<file path="src/rtl/sha256_pkg.sv">
// -----------------------------------------------------------------------------
// sha256_pkg
// Shared definitions for the SHA-256 message padder:
//   state_t    - padder FSM state encoding
//   PAD_WORD   - word carrying the single '1' bit that follows the message
//   LEN_POS    - word slot (mod 16) where the 64-bit length field begins
//   IDX_W      - width of the word index / padded word count
//   bit_len()  - message length in bits from a clamped word count
// -----------------------------------------------------------------------------
package sha256_pkg;

   typedef enum logic [3:0] {
      ST_IDLE      = 4'd0,
      ST_ACCEPT    = 4'd1,
      ST_PAD       = 4'd2,
      ST_ZERO      = 4'd3,
      ST_LEN_HI    = 4'd4,
      ST_LEN_LO    = 4'd5,
      ST_KICK      = 4'd6,
      ST_WAIT_BUSY = 4'd7,
      ST_WAIT_DONE = 4'd8
   } state_t;

   localparam logic [31:0] PAD_WORD = 32'h8000_0000;
   localparam logic [3:0]  LEN_POS  = 4'd14;

   // 1000 words pad out to at most 1024, which needs 11 bits.
   localparam int IDX_W = 11;

   // Bit length of an n-word message (n * 32), zero-extended to one word.
   function automatic logic [31:0] bit_len(input logic [IDX_W-1:0] n);
      return {16'h0000, n, 5'b00000};
   endfunction

endpackage

</file>
<file path="src/rtl/sha256_msg_padder.sv">
// -----------------------------------------------------------------------------
// sha256_msg_padder
// Accepts a message as a stream of big-endian 32-bit words, writes it to a
// word-addressed memory starting at msg_base, appends SHA-256 padding
// (0x80000000, zero words, 64-bit big-endian bit length) up to a multiple of
// 16 words, then pulses hash_start and waits for the core to finish.
//
// Ports
//   clk            in   clock, all state on rising edge
//   reset          in   asynchronous active-high reset
//   msg_base[15:0] in   word address of first padded word (sampled on 1st beat)
//   in_valid       in   upstream word valid
//   in_data[31:0]  in   message word
//   in_last        in   final message word
//   in_ready       out  a word is accepted this cycle when in_valid is high
//   mem_we         out  memory write strobe (registered)
//   mem_addr[15:0] out  memory word address (registered)
//   mem_write_data out  memory write data (registered)
//   hash_start     out  one-cycle start pulse to the SHA-256 core
//   hash_done      in   core done level, high while the core is idle
//   padded_words   out  words written for the last message (multiple of 16)
//   busy           out  high in every state except IDLE
//   overflow       out  sticky: a beat beyond MAX_WORDS was offered
//
// Handshake: a word transfers on a rising edge where in_valid && in_ready.
// in_ready depends only on the FSM state, never on in_valid. While in_ready
// is low, in_valid is ignored and upstream is expected to hold its word.
// -----------------------------------------------------------------------------
module sha256_msg_padder
   import sha256_pkg::*;
#(
   parameter int MAX_WORDS = 20
) (
   input  logic             clk,
   input  logic             reset,
   input  logic [15:0]      msg_base,
   input  logic             in_valid,
   input  logic [31:0]      in_data,
   input  logic             in_last,
   output logic             in_ready,
   output logic             mem_we,
   output logic [15:0]      mem_addr,
   output logic [31:0]      mem_write_data,
   output logic             hash_start,
   input  logic             hash_done,
   output logic [IDX_W-1:0] padded_words,
   output logic             busy,
   output logic             overflow
);

   localparam logic [IDX_W-1:0] MAX_W = IDX_W'(MAX_WORDS);

   state_t           r_state;
   logic [IDX_W-1:0] r_idx;       // index of the next word to write
   logic [IDX_W-1:0] r_nwords;    // clamped message length in words
   logic [15:0]      r_base;
   logic             r_mem_we;
   logic [15:0]      r_mem_addr;
   logic [31:0]      r_mem_data;
   logic             r_hash_start;
   logic [IDX_W-1:0] r_padded;
   logic             r_overflow;

   logic [IDX_W-1:0] w_idx_inc;
   logic [15:0]      w_addr;
   logic             w_room;
   logic             w_next_is_len;

   assign w_idx_inc     = r_idx + IDX_W'(1);
   // 16-bit add wraps naturally at the top of the address space.
   assign w_addr        = r_base + 16'(r_idx);
   assign w_room        = (r_idx < MAX_W);
   // The length field occupies slots 14 and 15 of the final 16-word block.
   assign w_next_is_len = (w_idx_inc[3:0] == LEN_POS);

   always_ff @(posedge clk or posedge reset) begin
      if (reset) begin
         r_state      <= ST_IDLE;
         r_idx        <= '0;
         r_nwords     <= '0;
         r_base       <= '0;
         r_mem_we     <= 1'b0;
         r_mem_addr   <= '0;
         r_mem_data   <= '0;
         r_hash_start <= 1'b0;
         r_padded     <= '0;
         r_overflow   <= 1'b0;
      end else begin
         r_mem_we     <= 1'b0;
         r_hash_start <= 1'b0;

         case (r_state)
            ST_IDLE: begin
               if (in_valid) begin
                  r_base     <= msg_base;
                  r_mem_we   <= 1'b1;
                  r_mem_addr <= msg_base;
                  r_mem_data <= in_data;
                  r_idx      <= IDX_W'(1);
                  r_overflow <= 1'b0;
                  if (in_last) begin
                     r_nwords <= IDX_W'(1);
                     r_state  <= ST_PAD;
                  end else begin
                     r_state  <= ST_ACCEPT;
                  end
               end
            end

            ST_ACCEPT: begin
               if (in_valid) begin
                  // Beats past MAX_WORDS are consumed but not stored.
                  if (w_room) begin
                     r_mem_we   <= 1'b1;
                     r_mem_addr <= w_addr;
                     r_mem_data <= in_data;
                     r_idx      <= w_idx_inc;
                  end else begin
                     r_overflow <= 1'b1;
                  end
                  if (in_last) begin
                     r_nwords <= w_room ? w_idx_inc : r_idx;
                     r_state  <= ST_PAD;
                  end
               end
            end

            ST_PAD: begin
               r_mem_we   <= 1'b1;
               r_mem_addr <= w_addr;
               r_mem_data <= PAD_WORD;
               r_idx      <= w_idx_inc;
               r_state    <= w_next_is_len ? ST_LEN_HI : ST_ZERO;
            end

            ST_ZERO: begin
               r_mem_we   <= 1'b1;
               r_mem_addr <= w_addr;
               r_mem_data <= 32'h0;
               r_idx      <= w_idx_inc;
               if (w_next_is_len) begin
                  r_state <= ST_LEN_HI;
               end
            end

            ST_LEN_HI: begin
               r_mem_we   <= 1'b1;
               r_mem_addr <= w_addr;
               r_mem_data <= 32'h0;
               r_idx      <= w_idx_inc;
               r_state    <= ST_LEN_LO;
            end

            ST_LEN_LO: begin
               r_mem_we   <= 1'b1;
               r_mem_addr <= w_addr;
               r_mem_data <= bit_len(r_nwords);
               r_padded   <= w_idx_inc;
               r_state    <= ST_KICK;
            end

            // The LEN_LO write is on the bus during this state, so the start
            // pulse appears only after the whole block is in memory.
            ST_KICK: begin
               r_hash_start <= 1'b1;
               r_state      <= ST_WAIT_BUSY;
            end

            ST_WAIT_BUSY: begin
               if (!hash_done) begin
                  r_state <= ST_WAIT_DONE;
               end
            end

            ST_WAIT_DONE: begin
               if (hash_done) begin
                  r_idx   <= '0;
                  r_state <= ST_IDLE;
               end
            end

            default: begin
               r_state <= ST_IDLE;
            end
         endcase
      end
   end

   assign in_ready       = (r_state == ST_IDLE) || (r_state == ST_ACCEPT);
   assign busy           = (r_state != ST_IDLE);
   assign mem_we         = r_mem_we;
   assign mem_addr       = r_mem_addr;
   assign mem_write_data = r_mem_data;
   assign hash_start     = r_hash_start;
   assign padded_words   = r_padded;
   assign overflow       = r_overflow;

endmodule
</file>
<file path="config.mk">
export PLATFORM = sky130hd
export DESIGN_NAME = sha256_msg_padder
export DESIGN_NICKNAME = d
export VERILOG_FILES = /design/src/rtl/sha256_pkg.sv /design/src/rtl/sha256_msg_padder.sv
export SDC_FILE = /design/constraint.sdc
export NUM_CORES = 1
export LEC_CHECK = 0
export ABC_CLOCK_PERIOD_IN_PS = 5900
export CORE_AREA = 2 2 121 123
export CTS_CLUSTER_DIAMETER = 40
export DETAILED_ROUTE_END_ITERATION = 16
export DIE_AREA = 0 0 123 125
export GPL_TIMING_DRIVEN = 0
export PLACE_DENSITY = 0.61
export SLEW_MARGIN = 10
export SYNTH_ARGS = -nofsm -noshare
export SYNTH_HDL_FRONTEND = slang
export SYNTH_SLANG_ARGS = --single-unit
</file>
<file path="constraint.sdc">
create_clock -name clk -period 5.9 [get_ports clk]
set_input_delay 1.475 -clock clk [delete_from_list [all_inputs] [get_ports clk]]
set_output_delay 1.475 -clock clk [all_outputs]
set_load 0.05 [all_outputs]
</file>
-- After elaboration in Yosys (flattened, before gate mapping)
Index checks and enable logic that the tools add are counted.
- reduce and logical (&&, ||, !) cells: 17
- magnitude comparators: 1
- $add $sub $neg: 2
- equal/unequal tests: 18
- multiplexer cells: 36
- operator list (kind ; count):
    $pmux W32 S5 ; 1
    $mux W32 ; 3
    $mux W11 ; 8
    $mux W16 ; 3
    $pmux W16 S3 ; 1
    $pmux W11 S4 ; 1
    $pmux W4 S9 ; 1
    $mux W4 ; 6
    $pmux W11 S2 ; 1
    $ne A2 B2 Y1 const B ; 9
    $add A16 B11 Y16 ; 1
    $eq A4 B3 Y1 const B ; 4
    $reduce_and A4 Y1 ; 4
    $add A11 B1 Y11 const B ; 1
    $lt A11 B5 Y1 const B ; 1
    $eq A4 B2 Y1 const B ; 2
    $eq A4 B4 Y1 const B ; 2
    $reduce_bool A4 Y1 ; 2
    $mux W1 ; 7
    $reduce_and A6 Y1 ; 1
    $reduce_and A5 Y1 ; 1
    $reduce_bool A5 Y1 ; 1
    $eq A4 B1 Y1 const B ; 1
    $logic_not A4 Y1 ; 1
    11 further kinds ; 11
- bits in registers: 104
- logic and storage cells: 84
- output and inout bits: 64

-- Depth between registers and ports, before layout
Gate-level depths: netlist (run 1).
- depth after elaboration: 5
- depth in mapped cells: 10

-- Least setup slack after synthesis (run 1)
No wires, ideal clock.
- path kind: flip-flop to output port
- start: register r_state[2]
- end: output in_ready
- cell stages (with the launch flop): 4
- path slack: 2.949 ns
- buffers on the path: 1
- data arrival time: 1.476 ns
- cell sequence: dfrtp_1 buf_6 or2_2 nor2_1
- longest elaborated chain between the ends: 2
- ends and longest elaborated chain (what ; RTL line ; RTL):
    from (decl) ; sha256_msg_padder.sv:53 ; state_t r_state;
    from (signal assigned) ; sha256_msg_padder.sv:133 ; r_state <= w_next_is_len ? ST_LEN_HI : ST_ZERO;
    $eq A4 B1 Y1 or $logic_not A4 Y1 (tied branches) ; sha256_msg_padder.sv:189 ; assign in_ready = (r_state == ST_IDLE) || (r_state == ST_ACCEPT);
    $logic_or A1 B1 Y1 * ; sha256_msg_padder.sv:189 ;
    to (decl) ; sha256_msg_padder.sv:40 ; output logic in_ready,
Every way passes the cells marked *; elsewhere a longest branch is shown, timed or not.

-- Worst setup path in the final report (run 1)
- start: register r_state[3]
- end: output busy
- longest elaborated chain between the ends: 1
- ends and longest elaborated chain (what ; RTL line ; RTL):
    $reduce_bool A4 Y1 ; sha256_msg_padder.sv:190 ; assign busy = (r_state != ST_IDLE);
    to (decl) ; sha256_msg_padder.sv:47 ; output logic busy,
No other way between the ends.

==> summary.txt, run 1 <==
Outcome
  • Outcome: finished, final reports clean

Timing
  • Fin. max-slew vios: 0
  • Peak Freq: 262 MHz
  • PnR worst setup slack: 2.08 ns
  • Layout Skew: approximately 0.0077 ns
  • Crit share post-route: 64.7%
  • # setup viols final: 0
  • Final TNS setup: 0 ns
  • Tmin final: 3.82 ns
  • Count of final hold-check violations: 0
  • Slew headroom: 53.4%
  • RSZ-0062 raised after global routing: false
  • Worst Max-Slew Pin Slew: 0.695 ns

Finish
  • Final Cell Area: 0.00724 mm²
  • Fin nets: 806
  • ANT cells: 0
  • Multi-input gate area in the final layout: 0.00271 mm²
  • Area grow syn2layout: 30.4%
  • Layout cells sized above 1: 7.53%
  • Fill cells: about 1,400
  • Register area: 0.00260 mm²

Power and ir drop
  • Leakage power: 3.15 nW
  • PwrDens: 588 mW/mm²
  • Worst vdd ir: 0.000238 V

Routing
  • Antenna Nets Post-Route: 0
  • DR vias/cell: roughly 5.4
  • First-pass DRT Iterations: 5
  • Number of DRC markers in iteration 0: 373
  • Routed WL: between 15,000 and 20,000 µm
  • Via Count: 4,994
  • DR WL/cell: 17.0 µm
  • DRC violations left: 0

Logic synthesis
  • Ys async rst share: 100%
  • Netlist Area Pre-Place: 0.00555 mm²
  • Sequential share of the synthesized area: a little under half
  • Mapped Nets: 678
  • Ranking of synthesized cells by area: dfrtp_1 (47%), nand2_1 (8.0%), o21ai_0 (5.0%), nand3_1 (3.9%), mux2_4 (3.2%)
  • Area leader, netlist: dfrtp_1
  • Cells after synthesis: 611
  • Post-synth cell types: 58
  • Synth Register Bits: 104
  • Post-synth top area share: a little under half
  • Yosys warns: 0
  • EDFF count, synth: 0
  • Avg Inst Size Synth: ~9.1 µm²
  • Ys flop type: dfrtp_1

Clock network
  • # clock sinks: 104
  • Skew-Pair Late Insertion Delay: 0.34 ns
  • Clk pin slew, worst setup/hold paths: 0.07 ns
  • Setup Fix Bufs, Post-CTS: 0
  • Clk root buf: clkbuf_16
  • CTS buffer count: 9
  • Max Root-Sink Buffers: 2
  • CTS Hold Bufs: 0
  • CTS tree: done
  • Cts repair resizes: 0
  • H-Tree Depth: 3

Critical path
  • CP Class: flop to primary output
  • Crit end category: primary output
  • RR Endpoint: mem_addr[12]
  • Required @ worst endpoint: approximately 4.4 ns
  • R2R depth: 8
  • CP max FO: 10
  • FF-to-FF setup slack: 3.27 ns
  • Worst reg2reg path startpoint: r_idx[0]
  • WP data arrival: roughly 2.3 ns
  • Critical path launch point type: flop

Floorplan
  • Initial Util: 39.1%
  • Num ports: ~120
  • Row count: between 40 and 50
  • Die Area: 0.0154 mm²
  • Die Width: about 120 µm
  • Core ar.: around 0.014 mm²
  • Die H: around 130 µm

Place
  • # port buffers: around 120
  • Place WS: between 2 and 2.5 ns
  • Dpl hpwl: 11,500 µm
  • Post-DP Area: 0.00698 mm²
  • GP Congestion: between 0.8 and 0.9

Worst hold path
  • Hold Startpoint: mem_write_data[20]
  • WHS Path Cells: 2
  • Class of the worst hold path: flop to flop
  • Hold-critical path endpoint: mem_write_data[20]

Global routing
  • All-Layer GR Usage: between 20% and 30%
  • Vias in the first global route: 4,973
  • Overflow after GRT: 0
  • Largest net degree at the start of global routing: 75
  • First-pass GRT wire length: 25,500 µm
  • Initial antenna violation count: 0

Flow run
  • Maxcap violations: 0
[registers in the layout, indices dropped and copies added (netlist names)]
register and count:
r_base 16, r_nwords 11, hash_start 1, mem_write_data 32, padded_words 11, mem_we 1, r_idx 11, overflow 1
mem_addr 16, r_state 4
[metrics by stage]
step	hold slack, ns	util, %	power [W]	instances
after floorplan	0.448	-	0.00291	611
after global placement	0.450	48.9	0.00365	911
after detailed placement	0.457	49.1	0.00370	912
after CTS	0.472	51.0	0.00427	928
after global routing	0.491	51.0	0.00455	928
final	0.470	51.0	0.00426	928
[metal layers]
metal / track usage (%) / share of wire [%]
met3: 3.60 / 6.4
met4: 6.35 / 1.8
met5: 0 / 0
met1: 30.2 / 47
met2: 32.3 / 45
[cell type report]
class	instances	share of cell area, %
sequential	104	35.9
multi-input combinational	458	37.4
clock inverter	5	0.449
inverter	9	0.536
timing repair buffer	117	16.4
buffer	40	2.85
tap	184	3.18
clock buffer	11	3.21
[worst max-delay path: stages (launching register included)]
cell and delay, ns:
dfrtp_1 0.35, clkbuf_1 0.29, or2_2 0.17, clkbuf_1 0.20
nand2b_1 0.17, clkdlybuf4s50_1 0.81
[power by group]
| group | internal (W) | switching, W | leakage (nW) |
|---|---|---|---|
| logic | 0.000906 | 0.00164 | 1.69 |
| clock network | 0.000287 | 0.000271 | 0.134 |
| registers | 0.000983 | 0.000175 | 1.32 |
| total | 0.00218 | 0.00208 | 3.15 |
[Yosys cell counts, types with 9 or more instances]
cell type,n
nor2_1,43
xnor2_1,9
ha_1,13
xor2_1,10
dfrtp_1,104
a21oi_1,26
mux2_4,12
o21ai_0,55
clkbuf_1,25
a31oi_1,20
nand3_1,43
nand2_1,118
[how the worst max path moves through the flow]
stage / endpoint / slack (ns) / startpoint / cells past startpoint
finish: busy / 2.08 / r_state[3] / 5
global route: busy / 2.00 / r_state[3] / 5
CTS: busy / 2.11 / r_state[3] / 5
detailed placement: r_base[11] / 2.37 / in_valid / 7
global placement: padded_words[0] / 0.08 / reset / 2
floorplan: hash_start / 1.69 / reset / 1
[layout by cell type (no fill, tap or decap), drive strengths merged, types with 2 or more instances in the layout]
master,n
mux2,17
or3,6
a21boi,3
nor2b,6
nor3,7
clkbuf,36
a211o,2
a22oi,7
a21oi,26
xor2,10
inv,9
or2,5
dfrtp,104
buf,16
o21a,2
nor2,44
xnor2,9
and3,7
and2,4
ha,13
o21ai,59
mux2i,5
a22o,2
o31ai,5
clkinv,5
a21o,6
o211ai,3
nand2,118
o2111ai,3
nor3b,5
o311ai,3
a31oi,21
clkdlybuf4s50,116
nand2b,3
nand3,43
[logic make-up after synthesis]
family	Yosys count	share of synthesized area, %
adder cells (fa/ha/maj)	14	3.29
multiplexers	22	5.16
flip-flops	104	46.9
buffers and inverters	49	4.33
XOR/XNOR	19	3.00
AO/OA/AOI/OAI	149	16.3
AND/OR/NAND/NOR	254	21.0
Power figures use the tool's default switching activity.
==> run 2, diff against run 1 <==
--- a/config.mk
+++ b/config.mk
@@ -5,13 +5,13 @@
 export SDC_FILE = /design/constraint.sdc
 export NUM_CORES = 1
 export LEC_CHECK = 0
-export ABC_CLOCK_PERIOD_IN_PS = 5900
+export ABC_CLOCK_PERIOD_IN_PS = 3500
 export CORE_AREA = 2 2 121 123
 export CTS_CLUSTER_DIAMETER = 40
 export DETAILED_ROUTE_END_ITERATION = 16
 export DIE_AREA = 0 0 123 125
 export GPL_TIMING_DRIVEN = 0
-export PLACE_DENSITY = 0.61
+export PLACE_DENSITY = 0.63
 export SLEW_MARGIN = 10
 export SYNTH_ARGS = -nofsm -noshare
 export SYNTH_HDL_FRONTEND = slang
==> constraint.sdc (replaced) <==
create_clock -name clk -period 3.5 [get_ports clk]
set_input_delay 0.875 -clock clk [delete_from_list [all_inputs] [get_ports clk]]
set_output_delay 0.875 -clock clk [all_outputs]
set_load 0.05 [all_outputs]
==> run 2 against run 1 <==
Critical path type unchanged. Clock-buffer cell count unchanged. Total power is 70% higher. First-iteration DRC count shrank 13%.
==> summary.txt, run 2 (synthesis results as in run 1) <==
Timing
  • RSZ-0062 raised after global routing: false
  • Tmin final: 3.25 ns
  • Slew headroom: 50.7% (-2.7 points)
  • Crit share post-route: 92.8%
  • # setup viols final: 0 (unchanged)
  • Final TNS setup: 0 ns (unchanged)
  • Layout Skew: 0.00695 ns (-0.000727 ns)
  • Fin. max-slew vios: 0 (unchanged)
  • Worst Max-Slew Pin Slew: 0.738 ns (+0.0433 ns)
  • Hold_ws: 0.468 ns (-0.00177 ns)
  • Count of final hold-check violations: 0 (unchanged)
  • Peak Freq: 308 MHz

Global routing
  • First-pass GRT wire length: 25,000 µm (-2.1%)
  • Initial antenna violation count: 0 (unchanged)
  • Overflow after GRT: 0 (unchanged)
  • All-Layer GR Usage: 20.9% (-0.093 points)
  • Largest net degree at the start of global routing: 38 (-49%)
  • Vias in the first global route: 4,839 (-2.7%)

Worst hold path
  • Class of the worst hold path: flop to flop
  • Hold Startpoint: mem_write_data[23]
  • Hold-critical path endpoint: mem_write_data[23]
  • WHS Path Cells: 2 (unchanged)

Routing
  • Via Count: 4,915 (-1.6%)
  • Antenna Nets Post-Route: 0 (unchanged)
  • DR vias/cell: 5.30 (-1.6%)
  • DRC violations left: 0 (unchanged)
  • First-pass DRT Iterations: 4 (-1)
  • Routed WL: 15,700 µm (-0.57%)
  • DR WL/cell: 17.0 µm (-0.57%)
  • Number of DRC markers in iteration 0: 325 (-13%)

Critical path
  • CP Class: flop to primary output
  • RR Endpoint: mem_addr[12]
  • Most used cell, CP: clkbuf_1
  • WP data arrival: 2.37 ns (+0.03 ns)
  • Worst reg2reg path startpoint: r_idx[0]
  • CP max FO: 10 (unchanged)
  • CP peak stage delay: 0.81 ns (about the same)
  • Required @ worst endpoint: 2.62 ns (-1.81 ns)
  • Slowest CP cell: clkdlybuf4s50_1
  • Worst-path cell chain: clkbuf_1, or2_2, clkbuf_1, nand2b_1, clkdlybuf4s50_1
  • Crit path from: r_state[3]
  • Crit end category: primary output
  • R2R depth: 8 (unchanged)
  • Family with the most delay on the worst path: buffers and inverters
  • CP bufs+invs: 3 (unchanged)
  • FF-to-FF setup slack: 0.81 ns (-2.46 ns)
  • Critical path launch point type: flop

Floorplan
  • Die Area: 0.0154 mm² (unchanged)
  • Die Width: 123 µm (unchanged)
  • Core ar.: 0.0142 mm² (unchanged)
  • Initial Util: 39.1% (unchanged)
  • Row count: 44 (unchanged)
  • Die H: 125 µm (unchanged)
  • Num ports: 117 (unchanged)

Clock network
  • Setup Fix Bufs, Post-CTS: 0 (unchanged)
  • Cts repair resizes: 0 (unchanged)
  • Skew-Pair Late Insertion Delay: 0.36 ns (+0.02 ns)
  • H-Tree Depth: 3 (unchanged)
  • CTS tree: done
  • Clk root buf: clkbuf_16
  • # clock sinks: 104 (unchanged)
  • Max Root-Sink Buffers: 2 (unchanged)
  • CTS buffer count: 9 (unchanged)
  • Clk pin slew, worst setup/hold paths: 0.07 ns (about the same)
  • CTS Hold Bufs: 0 (unchanged)

Power and ir drop
  • Clock network fraction of total power: 14.0% (+0.9 points)
  • Sequential power share: 27.0% (-0.2 points)
  • Comb pwr share: 59.0% (-0.7 points)
  • Psw: 0.00349 W (+68%)
  • Sw Ratio: 48.2% (-0.66 points)
  • Worst vdd ir: 0.000378 V (+59%)
  • PwrDens: 996 mW/mm² (+69%)
  • Cell Int Power: 0.00375 W (+72%)
  • Leakage power: 3.16 nW (+0.42%)

Place
  • # port buffers: 116 (unchanged)
  • Dpl hpwl: 11,800 µm (+2.5%)
  • GP Congestion: 0.883 (about the same)

Finish
  • Most common cell after layout, fill and taps aside: nand2_1
  • Fill cells: 1,340 (-0.96%)
  • ANT cells: 0 (unchanged)
  • Area grow syn2layout: 31.0%
  • Layout cells sized above 1: 7.66% (+0.13 points)
  • Most frequent cells in the layout: nand2_1 (118), clkdlybuf4s50_1 (116), dfrtp_1 (104), o21ai_0 (55)
  • Fin nets: 807 (+0.12%)
  • Max reg flops: 32 (unchanged)

Outcome
  • Outcome: finished, final reports clean

Flow run
  • Maxcap violations: 0 (unchanged)
## run 2: cell types whose count changed in the layout (fill, tap and decap cells not counted)
cell        previous run  this run
buf_12                 0         2
buf_16                 1         0
bufinv_16              0         1
clkbuf_1              27        26
clkbuf_8               0         1
clkinv_4               1         0
clkinvlp_4             0         1
inv_6                  2         0
## run 2: power groups by stage
stage | clock network [W] | logic (W) | registers [W]
after floorplan | 0 | 0.00198 | 0.00292
after global placement | 0 | 0.00419 | 0.00196
after detailed placement | 0 | 0.00426 | 0.00198
after CTS | 0.00104 | 0.00428 | 0.00196
after global routing | 0.00108 | 0.00461 | 0.00201
final | 0.00101 | 0.00428 | 0.00196
## run 2: worst register-to-register path, cell delays in order, from the launching register on
cell and delay (ns):
dfrtp_1 0.51, ha_1 0.30, fa_1 0.41, a21o_1 0.22
a31oi_1 0.25, nor2_1 0.11, o31ai_1 0.36, mux2i_1 0.25
o221ai_1 0.14
## run 2: stage by stage
stage | power [W] | cell area (µm²) | util [%] | setup WS [ns] | cells
final | 0.00724 | 7280 | 51.2 | 0.252 | 928
after global routing | 0.00770 | 7280 | 51.2 | 0.137 | 928
after CTS | 0.00727 | 7280 | 51.2 | 0.270 | 928
after detailed placement | 0.00624 | 6990 | 49.2 | 0.597 | 913
after global placement | 0.00615 | 6950 | 48.9 | 0.309 | 911
after floorplan | 0.00490 | 5560 | - | 1.15 | 611
## run 2: layer usage
layer  up-vias  track usage (%)  share of wire (%)
li1       2395                -                  -
met1      2341             29.5                 47
met2       158             31.5                 44
met3        21             3.79                6.3
met4         0             8.69                2.2
met5         -                0                  0
## run 2: worst max-delay path by stage
| stage | slack, ns | end | depth (start not counted) |
|---|---|---|---|
| final | 0.25 | busy | 5 |
| after global routing | 0.14 | busy | 5 |
| after CTS | 0.27 | busy | 5 |
| after detailed placement | 0.60 | mem_write_data[15] | 9 |
| after global placement | 0.31 | mem_addr[3] | 2 |
| after floorplan | 1.15 | in_ready | 3 |
## run 2: layout make-up
class / count / area, µm² / area share, %
clock buffers: 11 / 243 / 3.34
well taps: 184 / 230 / 3.16
flip-flops and latches: 104 / 2600 / 35.8
plain buffers: 40 / 206 / 2.84
clock inverters: 4 / 45.0 / 0.619
repair buffers: 118 / 1200 / 16.5
inverters: 9 / 37.5 / 0.516
multi-input cells: 458 / 2710 / 37.2
==> run 3, diff against run 2 <==
--- a/config.mk
+++ b/config.mk
@@ -11,6 +11,7 @@
 export DETAILED_ROUTE_END_ITERATION = 16
 export DIE_AREA = 0 0 123 125
 export GPL_TIMING_DRIVEN = 0
+export MAX_ROUTING_LAYER = met4
 export PLACE_DENSITY = 0.63
 export SLEW_MARGIN = 10
 export SYNTH_ARGS = -nofsm -noshare
==> run 3 against run 2 <==
Core utilization rose by 0.11 points. Maximum frequency rose by 0.50%. Sequential share of layout area decreased by 0.080 points. Via count is 0.61% higher. Setup slack improved by 0.016 ns. Routed wire length up 1.2%. Total power is 0.62% lower. Global-route usage rose by 0.92 points. Final cell count grew 0.11%. Hold slack hardly changed. Non-clock buffer count is 1 higher. Flip-flop and latch count unchanged. Critical endpoint unchanged. Largest cell class unchanged. Largest power group unchanged.
==> summary.txt, run 3 (synthesis results as in run 1) <==
Critical path
  • Slowest CP cell: clkdlybuf4s50_1
  • Worst-path cell chain: clkbuf_1, or2_2, clkbuf_1, nand2b_1, clkdlybuf4s50_1
  • Critical path launch point type: flop
  • CP peak stage delay: 0.80 ns (about the same)
  • Required @ worst endpoint: 2.62 ns (about the same)
  • FF-to-FF setup slack: 0.87 ns (+0.06 ns)
  • CP max FO: 10 (unchanged)
  • Family with the most delay on the worst path: buffers and inverters
  • WP data arrival: 2.36 ns (about the same)
  • R2R depth: 8 (unchanged)
  • Crit end category: primary output
  • Most used cell, CP: clkbuf_1
  • CP bufs+invs: 3 (unchanged)
  • RR Endpoint: mem_addr[14]
  • Worst reg2reg path startpoint: r_idx[0]
  • CP Class: flop to primary output

Worst hold path
  • Class of the worst hold path: flop to flop
  • Hold-critical path endpoint: mem_write_data[18]
  • WHS Path Cells: 2 (unchanged)
  • Hold Startpoint: mem_write_data[18]

Power and ir drop
  • Total power: 0.00720 W (-0.62%)
  • PwrDens: 987 mW/mm² (-0.84%)
  • Leakage power: 3.17 nW (+0.19%)
  • Worst vdd ir: 0.000397 V (+5.0%)

Floorplan
  • Die H: 125 µm (unchanged)
  • Row count: 44 (unchanged)
  • Die Area: 0.0154 mm² (unchanged)
  • Die Width: 123 µm (unchanged)
  • Num ports: 117 (unchanged)
  • Initial Util: 39.1% (unchanged)
  • Core ar.: 0.0142 mm² (unchanged)

Clock network
  • H-Tree Depth: 3 (unchanged)
  • CTS Hold Bufs: 0 (unchanged)
  • Skew-Pair Late Insertion Delay: 0.35 ns (about the same)
  • Clk pin slew, worst setup/hold paths: 0.07 ns (about the same)
  • CTS buffer count: 9 (unchanged)
  • Cts repair resizes: 0 (unchanged)
  • # clock sinks: 104 (unchanged)
  • CTS tree: done
  • Clk root buf: clkbuf_16
  • Setup Fix Bufs, Post-CTS: 0 (unchanged)
  • Max Root-Sink Buffers: 2 (unchanged)

Flow run
  • Maxcap violations: 0 (unchanged)

Place
  • GP Congestion: 0.897 (+1.6%)
  • Dpl hpwl: 12,000 µm (+1.8%)
  • Place WS: 0.585 ns (-0.0123 ns)
  • # port buffers: 116 (unchanged)

Timing
  • Slew headroom: 53.9% (+3.2 points)
  • RSZ-0062 raised after global routing: false
  • Count of final hold-check violations: 0 (unchanged)
  • Crit share post-route: 92.3% (-0.46 points)
  • Fin. max-slew vios: 0 (unchanged)
  • Worst Max-Slew Pin Slew: 0.687 ns (-0.0508 ns)
  • Tmin final: 3.23 ns (-0.0162 ns)
  • # setup viols final: 0 (unchanged)
  • Layout Skew: 0.00976 ns (+0.00281 ns)
  • Final TNS setup: 0 ns (unchanged)
  • PnR worst setup slack: 0.268 ns (+0.0162 ns)
  • Peak Freq: 309 MHz (+0.50%)
  • Hold_ws: 0.468 ns (+0.000361 ns)

Global routing
  • First-pass GRT wire length: 25,500 µm (+2.2%)
  • Largest net degree at the start of global routing: 39 (+2.6%)
  • Initial antenna violation count: 0 (unchanged)
  • Vias in the first global route: 4,909 (+1.4%)
  • Overflow after GRT: 0 (unchanged)
  • All-Layer GR Usage: 21.8% (+0.92 points)

Finish
  • ANT cells: 0 (unchanged)
  • Fin nets: 808 (+0.12%)
  • Most frequent cells in the layout: nand2_1 (118), clkdlybuf4s50_1 (116), dfrtp_1 (104), o21ai_0 (55)
  • Fill cells: 1,336 (-0.30%)
  • Most common cell after layout, fill and taps aside: nand2_1
  • Layout cells sized above 1: 7.79% (+0.12 points)
  • Max reg flops: 32 (unchanged)
  • Area grow syn2layout: 31.3%

Routing
  • First-pass DRT Iterations: 5 (+1)
  • Via Count: 4,945 (+0.61%)
  • DRC violations left: 0 (unchanged)
  • Number of DRC markers in iteration 0: 322 (-0.92%)
  • DR WL/cell: 17.1 µm (+1.0%)
  • Routed WL: 15,900 µm (+1.2%)
  • Antenna Nets Post-Route: 0 (unchanged)
  • DR vias/cell: 5.32 (+0.50%)

Outcome
  • Outcome: finished, final reports clean
## run 3: changes by cell type in the layout (fill, tap and decap cells not counted), sizes merged
cell,before,now
clkbuf,36,38
clkinv,4,3
bufinv,1,0
buf,17,18
## run 3: layout make-up
| cell class | instances | area (µm²) | share of cell area [%] |
|---|---|---|---|
| buffer | 40 | 206 | 2.83 |
| clock inverter | 2 | 13.8 | 0.189 |
| inverter | 9 | 37.5 | 0.515 |
| clock buffer | 13 | 270 | 3.71 |
| tap | 184 | 230 | 3.16 |
| multi-input combinational | 458 | 2710 | 37.2 |
| timing repair buffer | 119 | 1220 | 16.7 |
| sequential | 104 | 2600 | 35.7 |
## run 3: where the power goes
| part | leakage, nW | internal (W) | total [W] | switching, W |
|---|---|---|---|---|
| logic | 1.70 | 0.00153 | 0.00426 | 0.00273 |
| registers | 1.32 | 0.00166 | 0.00196 | 0.000298 |
| clock network | 0.142 | 0.000538 | 0.000984 | 0.000446 |
| total | 3.17 | 0.00372 | 0.00720 | 0.00348 |
## run 3: per-stage QoR
stage                     cells  util [%]  instance area [µm²]
after floorplan             611         -                 5560
after global placement      911      48.9                 6950
after detailed placement    914      49.3                 7010
after CTS                   929      51.3                 7290
after global routing        929      51.3                 7290
final                       929      51.3                 7290
## run 3: how the worst max path moves through the flow
stage / slack [ns] / end / startpoint / cells past startpoint
after global placement: 0.29 / r_base[4] / reset / 2
final: 0.27 / busy / r_state[3] / 5
after floorplan: 1.15 / in_ready / r_state[2] / 3
after global routing: 0.12 / busy / r_state[3] / 5
after detailed placement: 0.58 / r_base[2] / in_valid / 7
after CTS: 0.28 / busy / r_state[3] / 5
## run 3: layer usage
layer / wire, µm / global-route usage, %
met5: 0 / -
met4: 263 / 7.29
met3: 1000 / 3.51
met2: 7260 / 33.5
met1: 7390 / 29.3
## run 3: tightest hold or removal path: stages (launching register included)
cell and delay, ns:
dfrtp_1 0.34, nand2_1 0.05, nand2_1 0.05
